## src/rtl/acc_output.sv

```systemverilog
// acc_output: collects ACC_WIDTH streaming Q8.8 beats into a registered batch, with optional saturating accumulate
module acc_output #(
    parameter int ACC_WIDTH = 2
) (
    input  logic                              clk,
    input  logic                              rst,
    input  logic                              acc_clear_i,
    input  logic                              acc_accum_i,
    input  logic                              acc_valid_i,
    input  logic [15:0]                       acc_data_in,
    input  logic                              acc_drain_i,
    output logic [0:ACC_WIDTH-1][15:0]        acc_data_out,
    output logic                              acc_batch_valid_o,
    output logic                              acc_busy_o,
    output logic                              acc_sat_o,
    output logic                              acc_err_o
);
    localparam int IW = $clog2(ACC_WIDTH) + 1;

    typedef enum logic [1:0] {IDLE, FILL, FULL} state_t;

    state_t                       r_state, w_nstate;
    logic [IW-1:0]                r_idx, w_nidx, w_widx;
    logic [0:ACC_WIDTH-1][15:0]   r_buf;
    logic                         r_sat, r_err;
    logic                         w_accept, w_drop, w_ovf;
    logic [15:0]                  w_cur, w_wdata;
    logic [16:0]                  w_sum;

    // A beat in FULL is only taken when the batch is drained in the same cycle; it then starts at index 0.
    assign w_accept = acc_valid_i && (r_state != FULL || acc_drain_i);
    assign w_drop   = acc_valid_i && r_state == FULL && !acc_drain_i;
    assign w_widx   = (r_state == FULL) ? '0 : r_idx;

    // Select the entry being written so it can be accumulated onto.
    always_comb begin
        w_cur = '0;
        for (int i = 0; i < ACC_WIDTH; i++)
            if (w_widx == IW'(i)) w_cur = r_buf[i];
    end

    assign w_sum   = {w_cur[15], w_cur} + {acc_data_in[15], acc_data_in};
    assign w_ovf   = w_sum[16] ^ w_sum[15];
    assign w_wdata = !acc_accum_i ? acc_data_in : w_ovf ? (w_sum[16] ? 16'h8000 : 16'h7FFF) : w_sum[15:0];

    // Next-state and next-index logic; clear dominates every other input.
    always_comb begin
        w_nstate = r_state;
        w_nidx   = r_idx;
        if (acc_clear_i) begin
            w_nstate = IDLE;
            w_nidx   = '0;
        end else if (w_accept) begin
            w_nstate = (w_widx == IW'(ACC_WIDTH - 1)) ? FULL : FILL;
            w_nidx   = w_widx + 1'b1;
        end else if (r_state == FULL && acc_drain_i) begin
            w_nstate = IDLE;
            w_nidx   = '0;
        end
    end

    // State and index registers.
    always_ff @(posedge clk) begin
        if (rst) begin
            r_state <= IDLE;
            r_idx   <= '0;
        end else begin
            r_state <= w_nstate;
            r_idx   <= w_nidx;
        end
    end

    // Batch buffer and sticky saturation/drop flags.
    always_ff @(posedge clk) begin
        if (rst || acc_clear_i) begin
            r_buf <= '0;
            r_sat <= 1'b0;
            r_err <= 1'b0;
        end else begin
            for (int i = 0; i < ACC_WIDTH; i++)
                if (w_accept && w_widx == IW'(i)) r_buf[i] <= w_wdata;
            if (w_accept && acc_accum_i && w_ovf) r_sat <= 1'b1;
            if (w_drop) r_err <= 1'b1;
        end
    end

    assign acc_data_out      = r_buf;
    assign acc_batch_valid_o = (r_state == FULL);
    assign acc_busy_o        = (r_state == FILL);
    assign acc_sat_o         = r_sat;
    assign acc_err_o         = r_err;
endmodule

```

## config.mk

```make
export PLATFORM = sky130hd
export DESIGN_NAME = acc_output
export DESIGN_NICKNAME = d
export VERILOG_FILES = /design/src/rtl/acc_output.sv
export SDC_FILE = /design/constraint.sdc
export NUM_CORES = 1
export LEC_CHECK = 0
export ABC_AREA = 1
export CORE_ASPECT_RATIO = 1.1
export CORE_MARGIN = 5
export CORE_UTILIZATION = 35
export DETAILED_ROUTE_END_ITERATION = 16
export HOLD_SLACK_MARGIN = 0.08
export SYNTH_ARGS = -nofsm -noshare
export SYNTH_HDL_FRONTEND = slang
export SYNTH_SLANG_ARGS = --single-unit
```

## constraint.sdc

```tcl
create_clock -name clk -period 4 [get_ports clk]
set_input_delay 0.4 -clock clk [delete_from_list [all_inputs] [get_ports clk]]
set_output_delay 0.4 -clock clk [all_outputs]
set_load 0.02 [all_outputs]
```

=== Word level (Yosys, flattened, before mapping) ===
Index checks and enable logic that the tools add are counted.

* Flip-flop bits (word level): 38
* Output and inout port bits: 36
* Word-level logic and storage cells: 37

* $add $sub $neg: 2
* Equality and inequality tests: 4
* Multiplexer cells: 10
* Bitwise logic cells: 1
* Reduce and logical (&&, ||, !) cells: 14

{| class="wikitable"
|+ Operators by type and width
! operator !! count
|-
| $mux 16 || 5
|-
| $add 16x16->17 || 1
|-
| $mux 2 || 5
|-
| $logic_and 1x1->1 || 8
|-
| $eq 2x1->1 const B || 2
|-
| $add 2x1->2 const B || 1
|-
| $eq 2x2->1 const B || 1
|-
| $logic_not 2->1 || 1
|-
| $logic_or 1x1->1 || 2
|-
| $ne 2x2->1 const B || 1
|-
| $reduce_bool 2->1 || 1
|-
| $reduce_or 2->1 || 1
|-
| $logic_not 1->1 || 1
|-
| $xor 1x1->1 || 1
|}

=== Depth between registers and ports, before layout ===
* Depth after elaboration: 9
* Depth in mapped cells: 26
* Depth with buffers taken out: 23

=== Least setup slack after synthesis ===
No wires, ideal clock.

* Path kind: reg-to-reg
* Start point: reg r_state[1]
* End point: reg r_buf, in the netlist acc_data_out[16]
* Library setup time: 0.128 ns
* Arrival time: 3.334 ns
* Data required time: 3.872 ns
* Slack: 0.538 ns
* Stages on the path, launching flop included: 26
* Buffers on the path: 3
* Clock period less this slack: 3.462 ns
* Cells stage by stage: dfxtp_1 > inv_1 > nor2_1 > inv_1 > nand2_1 > ha_1 > clkbuf_1 > inv_2 > clkbuf_1 > nand3_1 > nand2_1 > ha_1 > fa_1 > nand2_1 > nand2_1 > nand3_1 > nand2_2 > nand2_1 > nand2_1 > nand2_1 > nand2_2 > a21oi_4 > buf_6 > nand2_1 > nand2_1 > a21oi_1

* Longest elaborated chain between the ends: 9
* Elaborated cells on any way between the ends: 15
* Those cells by class: 1 x add/sub; 3 x eq/ne; 6 x mux; 1 x bitwise; 4 x reduce/logical

{| class="wikitable"
|+ Ends and longest elaborated chain
! what !! line !! RTL
|-
| start, declared || 22 || <nowiki>state_t r_state, w_nstate;</nowiki>
|-
| start signal, assigned || 68 || <nowiki>r_state <= w_nstate;</nowiki>
|-
| $eq 2x2->1 (*) || -- ||
|-
| via acc_batch_valid_o || 13 || <nowiki>output logic acc_batch_valid_o,</nowiki>
|-
| $mux 2 (*) || 33 || <nowiki>assign w_widx = (r_state == FULL) ? '0 : r_idx;</nowiki>
|-
| $logic_not 2->1 || 39, 81 ||
|-
| $mux 16 (2 in a row) || 39 || <nowiki>if (w_widx == IW'(i)) w_cur = r_buf[i];</nowiki>
|-
| $add 16x16->17 || 42 || <nowiki>assign w_sum = {w_cur[15], w_cur} + {acc_data_in[15], acc_data_in};</nowiki>
|-
| $mux 16 or $xor 1x1->1 (tied branches) || 44, 43 ||
|-
| $mux 16 (2 in a row) || 44 || <nowiki>assign w_wdata = !acc_accum_i ? acc_data_in : w_ovf ? (w_sum[16] ? 16'h8000 : 16'h7FFF) : w_sum[15:0];</nowiki>
|-
| end signal, assigned by index || 81 || <nowiki>if (w_accept && w_widx == IW'(i)) r_buf[i] <= w_wdata;</nowiki>
|-
| end, declared || 24 || <nowiki>logic [0:ACC_WIDTH-1][15:0] r_buf;</nowiki>
|}

Mark *: on every way through the listed nets, which the timed path passes. The rest lies on a longest branch.
A chain may end at the register's enable or synchronous reset.

=== Worst setup path after layout ===
* Start point: reg r_state[1]
* End point: reg r_buf, in the netlist acc_data_out[19]

* Longest elaborated chain between the ends: 9
* Elaborated cells on any way between the ends: 15
* Those cells by class: 1 x add/sub; 3 x eq/ne; 6 x mux; 1 x bitwise; 4 x reduce/logical

{| class="wikitable"
|+ Ends and longest elaborated chain
! what !! line
|-
| $eq 2x2->1 || 33
|-
| $mux 2 || 33
|-
| $logic_not 2->1 || 39, 81
|-
| $mux 16 (2 in a row) || 39
|-
| $add 16x16->17 || 42
|-
| $mux 16 or $xor 1x1->1 (tied branches) || 44, 43
|-
| $mux 16 (2 in a row) || 44
|}

Several ways; a longest one is shown, not always the timed one.

==> impl_metrics.csv <==
group,metric,value,unit
outcome,status,"completed",
sta,holdWs,463.9,ps
global_route,gr-max-usage-layer,"met2",
global_route,met3_usage,3.650,%
clocking,hold_buffers,0,
floorplan,die_h,102.7,µm
global_route,grt_usage,17.88,%
yosys,synth_edf_count,0,
yosys,synthesis.nets,478,
yosys,synth_cell_type_count,31,
sta,tns,0,ps
routing,dr.pass1.iters,4,
floorplan,core_area,7556,µm²
sta,tightest_slew,831.6,ps
placement,io_buffers,57,
floorplan,die_area,9681,µm²
yosys,ys.flop_type,"dfxtp_1",
clocking,cts.sinks,38,
yosys,yosys_warnings,0,
global_route,grt_pass1_wl,13510,µm
global_route,use_met1,22.56,%
routing,drtIter0Drc,122,
global_route,grt_max_degree,33,
worst_setup_path,cp_max_fo,18,
finish,layout-drive-gt1-share,6.735,%
sta,rsz0062_at_grt,"false",
worst_setup_path,crit_required,4150,ps
floorplan,ioPinCount,58,
finish,area.growth.synth_to_final,26.96,%
global_route,grt-ovfl-total,0,
clocking,cts_made_buffers,5,
placement,dp.cells,587,
yosys,syn_inst,437,
sta,finalSetupViolations,0,
clocking,post_cts_buffers,0,
routing,post-route-drc-count,0,
yosys,synth.area.top_cells,"dfxtp_1 (28%), nand2_1 (23%), ha_1 (8.2%)",
sta,finalMaxSlewViolations,0,
clocking,path_clk_slew,70,ps
yosys,seq_area_frac_synth,27.83,%
worst_setup_path,start_kind,"flop",
routing,vias_per_cell,4.879,
finish,antenna_cells,0,
placement,dp_hpwl,6379,µm
yosys,avgSynthCellArea,6.256,µm²
worst_setup_path,r2r_cells,22,
clocking,clockBufferDepth,2,
sta,layout_min_cycle_time,3466,ps
routing,drt_wl_total,8298,µm
global_route,grtUsageMet2,30.35,%
floorplan,die_x,94.27,µm
routing,detail-route-antenna-nets,0,
floorplan,rows,33,
worst_setup_path,r2r_slack,530,ps
sta,min_period_over_period,86.64,%
power,powerDensity,280.7,nW/µm²
floorplan,start_util,36.18,%
global_route,grt_pass1_vias,2779,
sta,final_hold_viol_count,0,
yosys,yosys.area.top_type,"dfxtp_1",
sta,fmax,0.2885,GHz
run,maxCapViolations,0,
clocking,cts_tree,"done",
clocking,htree_levels,2,
power,vdd_drop_max,139.3,µV
hold_path,min_path_type,"flop to flop",
finish,final_common_cell,"nand2_1",
yosys,synth_top_area_share,27.83,%
hold_path,min_path_cells,2,
power,p_leak,1.716,nW
worst_setup_path,crit_type,"flop to flop",
worst_setup_path,crit_arrival,3620,ps
yosys,async_reset_ff_share,0,%
sta,clock_skew,4.983,ps
global_route,antenna_found_initial,0,
yosys,ys_ff_latch,38,
routing,wl_per_cell,13.95,µm
finish,final_cells,595,
clocking,clockRootBuffer,"clkbuf_8",
finish,mostFrequentLayoutCells,"nand2_1 (166), clkdlybuf4s50_1 (57), inv_1 (41)",
yosys,syn_area,2734,µm²
routing,via_count,2903,
worst_setup_path,cp-end-kind,"flop",
finish,final_nets,530,
sta,relSlewSlack,44.50,%
clocking,worst_skew_pair.late_latency,300,ps
placement,globalplace.congestion,0.8973,
## cell type report
type	instances	area, µm²
Clock buffer	7	86.33
Tap cell	105	131.4
Fill cell	799	4085
Multi-Input combinational cell	343	1744
Inverter	42	157.7
Clock inverter	1	5.005
Timing Repair Buffer	59	585.6
Sequential cell	38	760.7
## metrics by stage
| step | power [mW] | setup slack (ps) | instance area (µm²) | util (%) |
|---|---|---|---|---|
| after global placement | 0.7010 | 541.4 | 3377 | 44.69 |
| final | 0.9741 | 534.4 | 3471 | 45.93 |
| after global routing | 1.034 | 132.9 | 3471 | 45.93 |
| after floorplan | 0.6066 | 537.7 | 2734 | - |
| after CTS | 0.9785 | 452.3 | 3468 | 45.90 |
| after detailed placement | 0.7022 | 466.6 | 3377 | 44.69 |
## worst paths after layout
check,to,startpoint
worst max register to register,acc_data_out[19],r_state[1]
worst min-delay path,r_idx[1],r_idx[1]
worst max-delay path,acc_data_out[19],r_state[1]
worst min register to register,r_idx[1],r_idx[1]
## logic make-up (layout without fill, tap and decap cells)
group / after synthesis / in the layout / synth area share [%]
and+or+nand+nor: 241 / 241 / 37.16
buffers and inverters: 56 / 109 / 8.467
DFF: 38 / 38 / 27.83
adders and majority gates: 19 / 19 / 8.970
AOI/OAI and AO/OA: 72 / 72 / 14.05
xor gates and xnor gates: 11 / 11 / 3.524
## report_power, final
part / leakage (nW) / switching (mW) / internal (mW)
Clock: 0.0482 / 0.142 / 0.139
Combinational: 1.36 / 0.181 / 0.112
Sequential: 0.309 / 0.0101 / 0.390
Total: 1.72 / 0.332 / 0.642
## synth_stat cells, drive strengths merged, types with 5 or more instances
library cell and n:
nand2 171, inv 42, dfxtp 38, a21oi 33, o21ai 33, nand3 27, nor2 19, ha 18
or2 17, clkbuf 9, xor2 9, buf 5
## registers in the layout, indices dropped and copies added, names as in the netlist
name / flops
acc_data_out: 32
r_idx: 2
acc_err_o: 1
r_state: 2
acc_sat_o: 1
## worst max-delay path, stage by stage, from the launching register on
cell and delay [ps]:
dfxtp_1 340, inv_1 50, nor2_1 170, inv_1 90
nand2_1 100, ha_1 190, inv_2 150, nand3_1 110
nand2_1 60, ha_1 220, fa_1 410, nand2_1 80
nand2_1 90, nand3_1 110, nand2_2 100, nand2_1 110
nand2_1 70, nand2_1 80, nand2_2 80, a21oi_4 390
nand2_1 90, nand2_1 140, a21oi_1 80
## routing by layer
layer  wire, µm  vias to the layer above
met5          0                        -
met4        189                        0
met3        423                       16
met2       3815                       75
met1       3870                     1313
li1           -                     1499
## repair_timing
item | 4_1_cts | 5_1_grt
endpoints found under the hold margin | 0 | 0
resized for setup | 0 | 1
endpoints found under the setup margin | 0 | 12
Note: power is estimated with default switching activity, not from simulation.
